==> src/rtl/song_sequencer_if.sv <==
// Bundle between the autoplay sequencer and its surroundings: host controls,
// the external score ROM and the downstream note decoder.
`timescale 1ns/1ps
interface song_sequencer_if #(
  parameter int ADDR_W = 8
) ();
  logic              start;
  logic              stop;
  logic              pause;
  logic [ADDR_W-1:0] song_base;
  logic [ADDR_W-1:0] rom_addr;
  logic [7:0]        rom_data;
  logic [4:0]        note;
  logic              playing;
  logic              beat;
  logic              done;

  modport master (
    input  start, stop, pause, song_base, rom_data,
    output rom_addr, note, playing, beat, done
  );

  modport slave (
    output start, stop, pause, song_base, rom_data,
    input  rom_addr, note, playing, beat, done
  );
endinterface

==> src/rtl/song_sequencer.sv <==
// Autoplay score walker: fetches one score word at a time, holds the note for
// dur beats minus a short silent gap, and emits beat/done pulses.
`timescale 1ns/1ps
module song_sequencer #(
  parameter int BEAT_CYCLES = 25000000,
  parameter int GAP_CYCLES  = 2500000,
  parameter int ADDR_W      = 8
) (
  input  logic             clk,
  input  logic             rst_n,
  song_sequencer_if.master bus
);

  localparam int CNT_W  = $clog2(7 * BEAT_CYCLES + 1);
  localparam int BCNT_W = $clog2(BEAT_CYCLES + 1);

  localparam logic [CNT_W-1:0]  BEAT_LEN  = CNT_W'(BEAT_CYCLES);
  localparam logic [CNT_W-1:0]  GAP_LEN   = CNT_W'(GAP_CYCLES);
  localparam logic [CNT_W-1:0]  CNT_ONE   = CNT_W'(1);
  localparam logic [BCNT_W-1:0] BCNT_ONE  = BCNT_W'(1);
  localparam logic [BCNT_W-1:0] BEAT_LAST = BCNT_W'(BEAT_CYCLES - 1);
  localparam logic [ADDR_W-1:0] ADDR_ONE  = ADDR_W'(1);
  localparam logic [4:0]        NOTE_MAX  = 5'd21;

  typedef enum logic [2:0] {
    IDLE  = 3'd0,
    FETCH = 3'd1,
    LOAD  = 3'd2,
    PLAY  = 3'd3,
    GAP   = 3'd4
  } state_t;

  state_t            state_q, state_d;
  logic [CNT_W-1:0]  cnt_q, cnt_d;
  logic [BCNT_W-1:0] bcnt_q, bcnt_d;
  logic [4:0]        note_q, note_d;
  logic [ADDR_W-1:0] rom_addr_q, rom_addr_d;
  logic              playing_q, playing_d;
  logic              beat_q, beat_d;
  logic              done_q, done_d;

  logic              hold;
  logic [4:0]        word_note;
  logic [2:0]        word_dur;

  assign word_note = bus.rom_data[7:3];
  assign word_dur  = bus.rom_data[2:0];

  // pause only freezes the timed part of an entry; fetch/load always complete
  assign hold = bus.pause && ((state_q == PLAY) || (state_q == GAP));

  always_comb begin
    state_d    = state_q;
    cnt_d      = cnt_q;
    bcnt_d     = bcnt_q;
    note_d     = note_q;
    rom_addr_d = rom_addr_q;
    done_d     = 1'b0;

    if (bus.stop) begin
      state_d    = IDLE;
      cnt_d      = '0;
      bcnt_d     = '0;
      note_d     = '0;
      rom_addr_d = '0;
    end else if (!hold) begin
      case (state_q)
        IDLE: begin
          note_d = '0;
          if (bus.start) begin
            rom_addr_d = bus.song_base;
            state_d    = FETCH;
          end
        end

        FETCH: state_d = LOAD;

        LOAD: begin
          bcnt_d = '0;
          if (word_dur == 3'd0) begin
            note_d  = '0;
            done_d  = 1'b1;
            state_d = IDLE;
          end else begin
            // out-of-range indices still consume their duration, silently
            note_d  = (word_note > NOTE_MAX) ? 5'd0 : word_note;
            cnt_d   = (CNT_W'(word_dur) * BEAT_LEN) - GAP_LEN;
            state_d = PLAY;
          end
        end

        PLAY: begin
          bcnt_d = (bcnt_q == BEAT_LAST) ? '0 : bcnt_q + BCNT_ONE;
          if (cnt_q == CNT_ONE) begin
            note_d  = '0;
            cnt_d   = GAP_LEN;
            state_d = GAP;
          end else begin
            cnt_d = cnt_q - CNT_ONE;
          end
        end

        GAP: begin
          bcnt_d = (bcnt_q == BEAT_LAST) ? '0 : bcnt_q + BCNT_ONE;
          note_d = '0;
          if (cnt_q == CNT_ONE) begin
            cnt_d      = '0;
            rom_addr_d = rom_addr_q + ADDR_ONE;
            state_d    = FETCH;
          end else begin
            cnt_d = cnt_q - CNT_ONE;
          end
        end

        default: begin
          state_d = IDLE;
          note_d  = '0;
        end
      endcase
    end
  end

  // beat is registered as "the coming cycle closes a beat"; a held cycle keeps it armed
  always_comb begin
    playing_d = (state_d != IDLE);
    beat_d    = ((state_d == PLAY) || (state_d == GAP)) && (bcnt_d == BEAT_LAST);
  end

  always_ff @(posedge clk or negedge rst_n) begin
    if (!rst_n) begin
      state_q    <= IDLE;
      cnt_q      <= '0;
      bcnt_q     <= '0;
      note_q     <= '0;
      rom_addr_q <= '0;
      playing_q  <= 1'b0;
      beat_q     <= 1'b0;
      done_q     <= 1'b0;
    end else begin
      state_q    <= state_d;
      cnt_q      <= cnt_d;
      bcnt_q     <= bcnt_d;
      note_q     <= note_d;
      rom_addr_q <= rom_addr_d;
      playing_q  <= playing_d;
      beat_q     <= beat_d;
      done_q     <= done_d;
    end
  end

  assign bus.rom_addr = rom_addr_q;
  assign bus.note     = hold ? 5'd0 : note_q;
  assign bus.playing  = playing_q;
  assign bus.beat     = beat_q && !hold;
  assign bus.done     = done_q;

endmodule

==> src/flat_wrapper.sv <==
// flat-port wrapper written by rule: the top's interface ports become plain ports
module song_sequencer_flat 
#(
  parameter int BEAT_CYCLES = 25000000,
  parameter int GAP_CYCLES  = 2500000,
  parameter int ADDR_W      = 8
)
  (clk, rst_n, bus_start, bus_stop, bus_pause, bus_song_base, bus_rom_data, bus_rom_addr, bus_note, bus_playing, bus_beat, bus_done);
  song_sequencer_if #(.ADDR_W(ADDR_W)) bus_i ();
  input  logic clk;
  input  logic rst_n;
  input wire logic [$bits(bus_i.start)-1:0] bus_start;
  input wire logic [$bits(bus_i.stop)-1:0] bus_stop;
  input wire logic [$bits(bus_i.pause)-1:0] bus_pause;
  input wire logic [$bits(bus_i.song_base)-1:0] bus_song_base;
  input wire logic [$bits(bus_i.rom_data)-1:0] bus_rom_data;
  output wire logic [$bits(bus_i.rom_addr)-1:0] bus_rom_addr;
  output wire logic [$bits(bus_i.note)-1:0] bus_note;
  output wire logic [$bits(bus_i.playing)-1:0] bus_playing;
  output wire logic [$bits(bus_i.beat)-1:0] bus_beat;
  output wire logic [$bits(bus_i.done)-1:0] bus_done;
  assign bus_i.start = bus_start;
  assign bus_i.stop = bus_stop;
  assign bus_i.pause = bus_pause;
  assign bus_i.song_base = bus_song_base;
  assign bus_i.rom_data = bus_rom_data;
  assign bus_rom_addr = bus_i.rom_addr;
  assign bus_note = bus_i.note;
  assign bus_playing = bus_i.playing;
  assign bus_beat = bus_i.beat;
  assign bus_done = bus_i.done;
  song_sequencer #(.BEAT_CYCLES(BEAT_CYCLES), .GAP_CYCLES(GAP_CYCLES), .ADDR_W(ADDR_W)) u_core (.clk(clk), .rst_n(rst_n), .bus(bus_i));
endmodule
==> config.mk <==
export PLATFORM = sky130hd
export DESIGN_NAME = song_sequencer_flat
export DESIGN_NICKNAME = d
export VERILOG_FILES = /design/src/rtl/song_sequencer_if.sv /design/src/rtl/song_sequencer.sv /design/src/flat_wrapper.sv
export SDC_FILE = /design/constraint.sdc
export NUM_CORES = 1
export LEC_CHECK = 0
export CORE_UTILIZATION = 55
export DETAILED_ROUTE_END_ITERATION = 6
export PLACE_DENSITY = 0.78
export SYNTH_ARGS = -nofsm -noshare
export SYNTH_HDL_FRONTEND = slang
export SYNTH_SLANG_ARGS = --single-unit
==> constraint.sdc <==
create_clock -name clk -period 2.4 [get_ports clk]
set_input_delay 0.48 -clock clk [delete_from_list [all_inputs] [get_ports clk]]
set_output_delay 0.48 -clock clk [all_outputs]
set_load 0.05 [all_outputs]
After elaboration in Yosys (flattened, before gate mapping)
Index checks and enable logic that the tools add are counted.
- flip-flop bits (word level): 72
- input bits: 21
- logic and storage cells: 77
- add/subtract/negate cells: 4
- $mul: 1
- order comparisons: 1
- eq/ne operators: 15
- muxes and demuxes: 33
- reduce and logical (&&, ||, !) cells: 15
- operator list (cell ; number):
    $mux W28 ; 5
    $pmux W28 S3 ; 1
    $mux W25 ; 3
    $eq A25 B25 Y1 const B ; 2
    $pmux W25 S2 ; 1
    $mux W8 ; 4
    $mux W5 ; 6
    $eq A28 B1 Y1 const B ; 1
    $sub A28 B1 Y28 const B ; 1
    $sub A28 B22 Y28 const B ; 1
    $add A25 B1 Y25 const B ; 1
    $mul A3 B19 Y22 const B ; 1
    $pmux W8 S2 ; 1
    $mux W3 ; 5
    $pmux W3 S5 ; 1
    $pmux W5 S3 ; 1
    $ne A3 B3 Y1 const B ; 4
    $eq A3 B2 Y1 const B ; 3
    $add A8 B1 Y8 const B ; 1
    $eq A3 B3 Y1 const B ; 2
    $logic_not A3 Y1 ; 2
    $reduce_and A3 Y1 ; 2
    $reduce_bool A3 Y1 ; 2
    $gt A5 B5 Y1 const B ; 1
    10 further kinds ; 17

Depth between registers and ports, before layout
- depth after elaboration: 8
- depth in mapped cells: 11
- depth with buffers taken out: 10

Worst setup path after synthesis
Ideal clock, no wire load.
- kind: input port to flip-flop
- start: in bus_rom_data[0]
- end: reg u_core.cnt_q[23]
- arrival time: 3323 ps
- data required time: 2331 ps
- path slack: -992 ps
- cell stages on the path: 10
- buffers on the path: 1
- cell sequence: fa_1 > ha_1 > buf_2 > a211oi_1 > o311ai_2 > a31oi_1 > xor2_1 > a31oi_1 > or4_1 > nand3_1
- longest elaborated chain between the ends: 6
- RTL lines (element ; RTL line ; text):
    start: declaration ; flat_wrapper.sv:16 ; input wire logic [$bits(bus_i.rom_data)-1:0] bus_rom_data;
    $mul A3 B19 Y22 ; song_sequencer.sv:87 ; cnt_d = (CNT_W'(word_dur) * BEAT_LEN) - GAP_LEN;
    $sub A28 B22 Y28 ; song_sequencer.sv:87 ;
    $mux W28 ; song_sequencer.sv:80 ; if (word_dur == 3'd0) begin
    $pmux W28 S3 ; song_sequencer.sv:67 ; case (state_q)
    $mux W28 ; song_sequencer.sv:66 ; end else if (!hold) begin
    $mux W28 ; song_sequencer.sv:60 ; if (bus.stop) begin
    end signal: assignment ; song_sequencer.sv:141 ; cnt_q <= cnt_d;
    end: declaration ; song_sequencer.sv:34 ; logic [CNT_W-1:0] cnt_q, cnt_d;
Several ways; a longest one is shown, not always the timed one. The select of a mux whose other input is x is not followed.
A chain may end at the register's enable or synchronous reset.

Worst setup path in the final report
- start: reg u_core.cnt_q[14]
- end: reg u_core.cnt_q[23]
- longest elaborated chain between the ends: 5
- RTL lines (element ; RTL line):
    $sub A28 B1 Y28 or $eq A28 B1 Y1 (tied branches) ; -
    $mux W28 (on tied branches) ; song_sequencer.sv:106, song_sequencer.sv:94
    $pmux W28 S3 (*) ; song_sequencer.sv:67
    $mux W28 (*) ; song_sequencer.sv:66
    $mux W28 (*) ; song_sequencer.sv:60
Every way passes the cells marked *; elsewhere a longest branch is shown, timed or not. The select of a mux whose other input is x is not followed.

==> impl_metrics.json <==
{
  "status": "finished with violations",
  "failed_checks": "DRC, setup timing",
  "cp_cell_sequence": "or4_4 -> or3_4 -> buf_6 -> buf_6 -> nor3_4 -> buf_4 -> nor2_2 -> a31o_2 -> a21oi_1 -> nand3_1",
  "clockBufferDepth": 2,
  "intPower_w": 0.00269,
  "track_usage": 0.409,
  "synth_flop_cell": "dfrtp_1",
  "cp_num_cells": 10,
  "slew_headroom": 0.598,
  "path_buf_inv": 3,
  "num_io_pins": 37,
  "gr-total-overflow": 0,
  "period_needed_ps": 3110,
  "synth_compound_gate_area_share": 0.238,
  "placed_area_um2": 7510,
  "drt_iter0_drc": 903,
  "syn_nets": 717,
  "rsz0062_at_grt": "true",
  "cts_inserted_buffers": 9,
  "p_leak_nw": 3.80,
  "die_height_um": 103,
  "worst_pin_slew_ps": 603,
  "synth_top_area_share": 0.321,
  "hold_class": "primary input to async pin",
  "total_power_w": 0.00440,
  "cts_tree": "yes",
  "synth_area_um2": 5620,
  "post-place-ws_ps": -1390,
  "utilization": 0.879,
  "clkSinkCount": 72,
  "crit_required_ps": 2640,
  "dr.pass1.iters": 7,
  "yosys.area_share.simple": 0.292,
  "fin_skew_ps": 9.83,
  "portBuffers": 36,
  "grt_pass1_wl_mm": 32.9,
  "vias": 7148,
  "synth_common_cells": "73 x nor2_1, 72 x dfrtp_1, 53 x nand2_1, 53 x o21ai_0, 36 x a21oi_1",
  "synth.avg_cell_area_um2": 8.30,
  "synth.area.top_cells": "dfrtp_1 32%, nor2_1 4.9%, o21ai_0 4.7%",
  "fin_ws_ps": -709,
  "synth_top_family_by_area": "simple AND/OR/NAND/NOR gates",
  "clock_power_share": 0.198,
  "yosys.cell_types.count": 88,
  "peakVddDrop_mv": 0.397,
  "clk_latency_ps": 380,
  "grt_pass1_vias": 6758,
  "wire_per_inst_um": 22.9,
  "fin_nets": 946,
  "p_comb_frac": 0.489,
  "n_antenna_cell": 0,
  "slew_viol_final": 0,
  "max_stage_delay_ps": 540,
  "antenna_left": 0,
  "ys_seq_elements": 72,
  "cp_max_fo": 3,
  "synth_largest_area_cell": "dfrtp_1",
  "ys_warn_count": 0,
  "ys_async_sr_fraction": 1.00,
  "wirelength_mm": 23.9,
  "startpoint_type": "register",
  "cap_violations": 0,
  "rows": 36,
  "hpwl_mm": 14.5,
  "htree_levels": 3,
  "hold_slack_ps": 27.9,
  "synthAdderAreaFrac": 0.0463,
  "drc": 1,
  "areaGrowthSynthToFinish_pct": 53.5,
  "root_buffer": "clkbuf_8",
  "synthXorXnorAreaFrac": 0.0530,
  "grt_max_degree": 29,
  "worst-endpoint-arrival_ps": 3350,
  "synth_most_common_cell": "nor2_1",
  "viasPerCell": 6.86,
  "path_class": "register to register",
  "grt_antenna_before_repair": 0,
  "yosys-mux-area-fraction": 0.0129,
  "p_seq_frac": 0.314,
  "netlist_instances": 677,
  "initial_utilization": 0.572,
  "worst-r2r-cell-count": 10,
  "drive_gt1_frac": 0.408,
  "path_clk_slew_ps": 80,
  "seq_area_frac_synth": 0.321,
  "place.gp.congestion": 0.943,
  "powerDensity_nw_per_um2": 510,
  "die_w_um": 103,
  "finalHoldViolations": 0,
  "core_um2": 9820,
  "slowest_stage": "or4_4",
  "synth_edf_count": 0,
  "finalSetupViolations": 51,
  "cp_top_family": "simple AND/OR/NAND/NOR gates",
  "final_cell_area_um2": 8630,
  "die-area_um2": 10600,
  "sw_frac_of_total": 0.388,
  "crit_top_cell": "buf_6",
  "switchingPower_w": 0.00170,
  "crit_path_end_kind": "register",
  "max_freq_mhz": 322,
  "min_period_over_period": 1.30
}
## cell type report
| class | count | area (um2) |
|---|---|---|
| clock inverters | 4 | 22.5 |
| inverters | 19 | 71.3 |
| clock buffers | 10 | 138 |
| fillers | 461 | 1190 |
| repair buffers | 250 | 2100 |
| well taps | 133 | 166 |
| multi-input cells | 554 | 4330 |
| flip-flops and latches | 72 | 1800 |
## through the flow
step	std cells	TNS, ps
floorplan	677	-6340
global placement	1004	-29810
detailed placement	1004	-31020
CTS	1033	-9920
global route	1042	-23750
finish	1042	-15600
## cell families after synthesis
group,count (synthesis)
xor gates and xnor gates,34
adders and majority gates,19
muxes,7
DFF,72
and+or+nand+nor,300
buffers and inverters,51
AOI/OAI and AO/OA,194
## worst register-to-register path, stage by stage (launching register included)
cell and delay [ps]:
dfrtp_1 390, or4_4 540, or3_4 410, buf_6 160, buf_6 110, nor3_4 270, buf_4 170, nor2_2 40
a31o_2 230, a21oi_1 500, nand3_1 150
## timing repair
| action | CTS | global route |
|---|---|---|
| hold endpoints to repair | 0 | 0 |
| setup endpoints to repair | 51 | 70 |
| gates resized for setup | 117 | 82 |
| hold buffers | 0 | 0 |
| pin swaps | 63 | 59 |
| buffers inserted | 19 | 15 |
## layer usage
metal / share of wire / GRT usage
met2: 0.47 / 0.715
met4: 0.075 / 0.246
met5: 0.0024 / 0
met3: 0.10 / 0.106
met1: 0.35 / 0.446
## placed cells by master, fill, tap and decap left out, drive strengths merged, types with 6 or more instances in the layout
master / instances
buf: 224
nor2: 73
dfrtp: 72
nand2: 55
o21ai: 55
a21oi: 38
nand3: 27
nor3: 27
clkdlybuf4s50: 26
xor2: 20
inv: 17
nor4: 16
ha: 16
nand4: 15
a31oi: 14
xnor2: 14
and3: 13
or3: 13
a21o: 12
and2: 10
clkbuf: 10
a22o: 8
and4: 7
nand2b: 7
or4: 7
nor3b: 7
a211oi: 7
o31ai: 6
## worst paths after layout
kind | to | slack [ps] | from
max | u_core.cnt_q[23] | -710 | u_core.cnt_q[14]
min | u_core.bcnt_q[15] | 30 | rst_n
max reg2reg | u_core.cnt_q[23] | -710 | u_core.cnt_q[14]
min reg2reg | u_core.note_q[0] | 510 | u_core.note_q[0]
max in group asynchronous | u_core.state_q[2] | 1610 | rst_n
min in group clk | u_core.note_q[0] | 510 | u_core.note_q[0]
## power by group through the flow
stage               clock network, W  registers, W  logic [W]
global route                0.000916       0.00139    0.00227
floorplan                          0       0.00144   0.000819
finish                      0.000870       0.00138    0.00215
CTS                         0.000871       0.00137    0.00187
detailed placement                 0       0.00138    0.00165
global placement                   0       0.00138    0.00160
## sequential cells by signal, indices dropped and copies added (netlist names)
register,count
u_core.cnt_q,28
u_core.bus.done,1
u_core.beat_q,1
u_core.note_q,5
u_core.state_q,3
u_core.bus.rom_addr,8
u_core.bcnt_q,25
u_core.bus.playing,1
No activity file was read; power rests on OpenSTA's default activity.
